==> src/rtl/freq_sweeper_multi.sv <==
// Multi-profile DDS frequency sweeper: accepts a sweep command over valid/ready and
// steps the tuning word through up/down/triangle/hold profiles with dwell, repeat and abort.
module freq_sweeper_multi #(
  parameter int FREQ_W  = 32,
  parameter int DWELL_W = 16,
  parameter int STEPS_W = 16,
  parameter int REP_W   = 8
) (
  input  logic               clk,
  input  logic               reset,
  input  logic               cmd_valid,
  output logic               cmd_ready,
  input  logic [FREQ_W-1:0]  cmd_init_freq,
  input  logic [FREQ_W-1:0]  cmd_step,
  input  logic [STEPS_W-1:0] cmd_num_steps,
  input  logic [DWELL_W-1:0] cmd_dwell,
  input  logic [1:0]         cmd_mode,
  input  logic [REP_W-1:0]   cmd_repeat,
  input  logic               abort,
  output logic [FREQ_W-1:0]  dds_freq,
  output logic               freq_update,
  output logic               sweep_start,
  output logic               sweep_done,
  output logic               sweep_aborted,
  output logic               sweep_active,
  output logic [STEPS_W-1:0] step_index
);

  typedef enum logic [1:0] {IDLE = 2'd0, DWELL = 2'd1, HOLD = 2'd2} state_e;

  localparam logic [1:0] MODE_DOWN = 2'd1;
  localparam logic [1:0] MODE_TRI  = 2'd2;
  localparam logic [1:0] MODE_HOLD = 2'd3;

  state_e             state_q, state_d;
  logic               ready_q, ready_d;
  logic [FREQ_W-1:0]  freq_q, freq_d;
  logic               upd_q, upd_d;
  logic               start_q, start_d;
  logic               done_q, done_d;
  logic               aborted_q, aborted_d;
  logic               active_q, active_d;
  logic [STEPS_W-1:0] idx_q, idx_d;
  logic [DWELL_W-1:0] cnt_q, cnt_d;
  logic [REP_W-1:0]   pass_q, pass_d;
  logic               falling_q, falling_d;
  logic [FREQ_W-1:0]  init_q, init_d;
  logic [FREQ_W-1:0]  step_q, step_d;
  logic [STEPS_W-1:0] nsteps_q, nsteps_d;
  logic [DWELL_W-1:0] dwell_q, dwell_d;
  logic [1:0]         mode_q, mode_d;
  logic [REP_W-1:0]   rep_q, rep_d;

  logic accept_s;
  logic last_dwell_s;
  logic pass_end_s;

  // Next-state and next-output logic
  always_comb begin
    state_d   = state_q;
    ready_d   = ready_q;
    freq_d    = freq_q;
    upd_d     = 1'b0;
    start_d   = 1'b0;
    done_d    = 1'b0;
    aborted_d = 1'b0;
    active_d  = active_q;
    idx_d     = idx_q;
    cnt_d     = cnt_q;
    pass_d    = pass_q;
    falling_d = falling_q;
    init_d    = init_q;
    step_d    = step_q;
    nsteps_d  = nsteps_q;
    dwell_d   = dwell_q;
    mode_d    = mode_q;
    rep_d     = rep_q;
    pass_end_s   = 1'b0;
    accept_s     = ready_q & cmd_valid & ~abort;
    // A zero dwell behaves as a one-cycle dwell
    last_dwell_s = (dwell_q == '0) || (cnt_q == dwell_q - DWELL_W'(1));

    case (state_q)
      IDLE: begin
        ready_d = 1'b1;
        if (accept_s) begin
          init_d    = cmd_init_freq;
          step_d    = cmd_step;
          nsteps_d  = cmd_num_steps;
          dwell_d   = cmd_dwell;
          mode_d    = cmd_mode;
          rep_d     = cmd_repeat;
          freq_d    = cmd_init_freq;
          upd_d     = 1'b1;
          start_d   = 1'b1;
          active_d  = 1'b1;
          idx_d     = '0;
          cnt_d     = '0;
          pass_d    = '0;
          falling_d = 1'b0;
          ready_d   = 1'b0;
          state_d   = (cmd_mode == MODE_HOLD) ? HOLD : DWELL;
        end else begin
          state_d = IDLE;
        end
      end
      DWELL, HOLD: begin
        if (abort) begin
          done_d    = 1'b1;
          aborted_d = 1'b1;
          active_d  = 1'b0;
          ready_d   = 1'b0;
          state_d   = IDLE;
        end else if (state_q == HOLD) begin
          state_d = HOLD;
        end else if (last_dwell_s) begin
          cnt_d = '0;
          if (mode_q == MODE_TRI && falling_q) begin
            if (idx_q == '0) begin
              pass_end_s = 1'b1;
            end else begin
              idx_d  = idx_q - STEPS_W'(1);
              freq_d = freq_q - step_q;
              upd_d  = 1'b1;
            end
          end else if (idx_q != nsteps_q) begin
            idx_d  = idx_q + STEPS_W'(1);
            freq_d = (mode_q == MODE_DOWN) ? freq_q - step_q : freq_q + step_q;
            upd_d  = 1'b1;
          end else if (mode_q == MODE_TRI && nsteps_q != '0) begin
            // Peak reached: turn around without repeating the peak point
            falling_d = 1'b1;
            idx_d     = idx_q - STEPS_W'(1);
            freq_d    = freq_q - step_q;
            upd_d     = 1'b1;
          end else begin
            pass_end_s = 1'b1;
          end
          if (pass_end_s) begin
            if (pass_q == rep_q) begin
              done_d   = 1'b1;
              active_d = 1'b0;
              ready_d  = 1'b0;
              state_d  = IDLE;
            end else begin
              pass_d    = pass_q + REP_W'(1);
              freq_d    = init_q;
              idx_d     = '0;
              falling_d = 1'b0;
              upd_d     = 1'b1;
            end
          end else begin
            pass_d = pass_q;
          end
        end else begin
          cnt_d = cnt_q + DWELL_W'(1);
        end
      end
      default: begin
        state_d = IDLE;
      end
    endcase
  end

  // State and output registers; ready_q resets high so cmd_ready rises as soon as reset drops
  always_ff @(posedge clk) begin
    if (reset) begin
      state_q   <= IDLE;
      ready_q   <= 1'b1;
      freq_q    <= '0;
      upd_q     <= 1'b0;
      start_q   <= 1'b0;
      done_q    <= 1'b0;
      aborted_q <= 1'b0;
      active_q  <= 1'b0;
      idx_q     <= '0;
      cnt_q     <= '0;
      pass_q    <= '0;
      falling_q <= 1'b0;
      init_q    <= '0;
      step_q    <= '0;
      nsteps_q  <= '0;
      dwell_q   <= '0;
      mode_q    <= 2'd0;
      rep_q     <= '0;
    end else begin
      state_q   <= state_d;
      ready_q   <= ready_d;
      freq_q    <= freq_d;
      upd_q     <= upd_d;
      start_q   <= start_d;
      done_q    <= done_d;
      aborted_q <= aborted_d;
      active_q  <= active_d;
      idx_q     <= idx_d;
      cnt_q     <= cnt_d;
      pass_q    <= pass_d;
      falling_q <= falling_d;
      init_q    <= init_d;
      step_q    <= step_d;
      nsteps_q  <= nsteps_d;
      dwell_q   <= dwell_d;
      mode_q    <= mode_d;
      rep_q     <= rep_d;
    end
  end

  assign cmd_ready     = ready_q & ~abort & ~reset;
  assign dds_freq      = freq_q;
  assign freq_update   = upd_q;
  assign sweep_start   = start_q;
  assign sweep_done    = done_q;
  assign sweep_aborted = aborted_q;
  assign sweep_active  = active_q;
  assign step_index    = idx_q;

endmodule

==> config.mk <==
export PLATFORM = sky130hd
export DESIGN_NAME = freq_sweeper_multi
export DESIGN_NICKNAME = d
export VERILOG_FILES = /design/src/rtl/freq_sweeper_multi.sv
export SDC_FILE = /design/constraint.sdc
export NUM_CORES = 1
export LEC_CHECK = 0
export CAP_MARGIN = 20
export CORE_ASPECT_RATIO = 0.7
export CORE_MARGIN = 5
export CORE_UTILIZATION = 55
export DETAILED_ROUTE_END_ITERATION = 10
export PLACE_DENSITY = 0.79
export SLEW_MARGIN = 20
export SYNTH_ARGS = -nofsm -noshare
export SYNTH_HDL_FRONTEND = slang
export SYNTH_SLANG_ARGS = --single-unit
==> constraint.sdc <==
create_clock -name clk -period 3.5 [get_ports clk]
set_input_delay 0.525 -clock clk [delete_from_list [all_inputs] [get_ports clk]]
set_output_delay 0.525 -clock clk [all_outputs]
set_load 0.02 [all_outputs]
==> results.cfg, run 1 <==
[critical_path]
crit_path_start_kind = flip-flop
critical_path.max_stage_delay_ps = 520
cp_slowest_cell = or4b_1
cp_common_cell = buf_4
worstPathCellList = inv_1 > ha_1 > nor3b_4 > buf_4 > a2bb2oi_1 > o21ai_0 > a2111oi_2 > nand3_1 > nor4_4 > buf_4 > buf_4 > o21ai_4 > or4b_1 > a21oi_1
arrival_ps = 3770
crit_fanout = 8
critPathKind = flip-flop to flip-flop
end_kind = flip-flop
cp.required_ps = 3900

[routing]
ant_nets = 0
viasPerCell = 6.27
drc = 0
drt_iter0_drc = 1427
firstDrtPassIters = 5
wl_mm = 44.6
wl_per_cell_um = 19.5
num_vias = 14300

[timing]
hold_slack_ps = 458
post-route-period-util_pct = 96.3
worst_pin_slew_ps = 826
worst_slack_ps = 130
relSlewSlack_pct = 44.3
period_minus_slack_ps = 3370
hold_viol = 0
finalSetupViolCount = 0
clock.fmax_mhz = 297
slew_violations = 0
fin_worst_skew_ps = 14.5

[clock_tree]
cts_buffers = 17
clock-sinks = 187
worstSkewPairLatency_ps = 460
clock_path_buffers = 2
cts_hold_buf = 0
path_clk_slew_ps = 70
cts_max_level = 4
cts_root_buffer = clkbuf_16
cts_tree = done

[yosys]
yosys.area.top_type = dfxtp_1
synth_cell_types = 82
syn_nets = 2000
synthTopCellsByCount = nand2_1 (306), a21oi_1 (224), dfxtp_1 (187)
avgSynthCellArea_sq_um = 7.27
async_flop_share_pct = 0
yosys_register_bits = 187
netlist_top_cells_area = dfxtp_1 (28%), nand2_1 (8.7%), a21oi_1 (8.5%)
synth_seq_area_share_pct = 28.4
synth_top_area_share_pct = 28.4
synth-edff-count = 0
synth_most_common_cell = nand2_1
synth_ff_type = dfxtp_1
syn_area_sq_mm = 0.0132
syn_inst = 1814
ys_warn_count = 0

[worst_hold_path]
hp-class = flip-flop to flip-flop

[cells_and_area]
syn_to_final_growth_pct = 21.9
post-route-util_pct = 68.0
nFillCells = 2073
drive_above_1_share_pct = 8.20
diodes = 0
final_area_sq_mm = 0.0161
nets = 2136

[place]
finalWeightedCongestion = 1.00
placed_cell_area_sq_mm = 0.0154
dpl.hpwl_mm = 32.3
io_buffers = 163
dp_slack_ps = -70.5

[floorplan]
chipWidth_um = 195
core-area_sq_mm = 0.0236
initial_core_util_pct = 55.8
placementRows = 47
dieArea_sq_mm = 0.0272
io_pins = 164
die_y_um = 140

[power_and_ir_drop]
ir_drop_mv = 0.391
p_leak_uw = 0.00631
finalPower_uw = 7970
power_density_mw_per_mm2 = 495

[global_route]
grt_overflow = 0
antenna_found_initial = 0
grt_pass1_vias = 13300
grt_pass1_wl_mm = 71.5
grt_max_degree = 76
track_usage_pct = 31.5

[outcome]
outcome = complete, no violations

[flow_run]
maxCapViolations = 0
==> logic make-up after synthesis <==
kind of cell    synth area share, %
simple gates                   23.9
compound gates                 27.5
buf+inv                        5.91
flops                          28.4
xor+xnor                       5.64
fa+ha+maj                      7.32
mux                            1.30
==> flip-flops by register name (all words and copies together), names as in the netlist, 2 cells and up <==
name,flops
step_index,16
rep_q,8
mode_q,2
state_q,2
dwell_q,16
init_q,32
pass_q,8
cnt_q,16
step_q,32
dds_freq,32
nsteps_q,16
==> per-stage QoR <==
| step | setup TNS, ps | std cells |
|---|---|---|
| finish | 0 | 2281 |
| global route | -32.5 | 2281 |
| CTS | 0 | 2278 |
| detailed placement | -393 | 2246 |
| global placement | 0 | 2246 |
| floorplan | 0 | 1814 |
==> report_power, final <==
part	switching [uW]	leakage [uW]	internal, uW
Clock	928	0.000281	1100
Combinational	2110	0.00450	1390
Sequential	172	0.00152	2270
Total	3210	0.00631	4760
==> layout by cell type, fill, tap and decap left out, types with 17 or more instances in the layout <==
master           synthesis  layout
ha_1                    74      73
xnor2_1                 32      32
nand2_1                306     305
clkbuf_16                0      17
nor2b_1                 20      20
nand4_1                 17      17
o21ai_0                 82      81
buf_4                    1      77
a211oi_1                24      23
a21o_1                  22      22
dfxtp_1                187     186
nor4_1                  18      17
clkdlybuf4s50_1          0     162
a21oi_1                224     223
nor3_1                  51      51
o211ai_1                26      26
or3_1                   22      22
inv_1                   70      70
nand3_1                 37      36
nor2_1                 140     138
a31oi_1                 22      21
xor2_1                  53      53
==> per-layer routing <==
layer	track usage, %	vias up	part of all wire [%]
met5	0	-	0
met4	7.82	0	1.8
met3	7.30	81	10
met2	46.1	718	42
met1	47.0	6725	46
li1	-	6769	-
==> critical path: cells and delay by family, from the launching register on <==
kind	cells	cell delay (ps)
DFF	1	420
and+or+nand+nor	4	1170
adders and majority gates	1	200
AOI/OAI and AO/OA	5	920
buffers and inverters	4	590
==> layout make-up <==
cell class              instances  area, sq um  area share (%)
inverters                      73          274            1.70
flip-flops and latches        187         3740            23.3
clock buffers                  20          457            2.84
well taps                     318          398            2.47
repair buffers                244         2300            14.3
clock inverters                12          138           0.856
multi-input cells            1427         8770            54.6
==> path summary, 6_finish.rpt <==
check,depth (start not counted),slack (ps),start,end
setup reg to reg,14,130,dwell_q[1]$_SDFFE_PP0P_,pass_q[3]$_SDFFE_PP0P_
hold reg to reg,2,460,init_q[21]$_SDFFE_PP0P_,init_q[21]$_SDFFE_PP0P_
setup / recovery,14,130,dwell_q[1]$_SDFFE_PP0P_,pass_q[3]$_SDFFE_PP0P_
hold / removal,2,460,init_q[21]$_SDFFE_PP0P_,init_q[21]$_SDFFE_PP0P_
==> repair_timing <==
item | CTS | global route
pin swaps | 0 | 2
buffers inserted | 0 | 3
endpoints found under the setup margin | 18 | 55
resized for setup | 1 | 22
hold endpoints to repair | 0 | 0
Power figures use the tool's default switching activity.
==> run 2: changes to the inputs <==
- ABC_AREA: unset -> 0
- ABC_CLOCK_PERIOD_IN_PS: unset -> 3500
- CAP_MARGIN: 20 -> 5
==> results of run 2 <==
The final DEF is identical to that of run 1; final timing and power are the same.
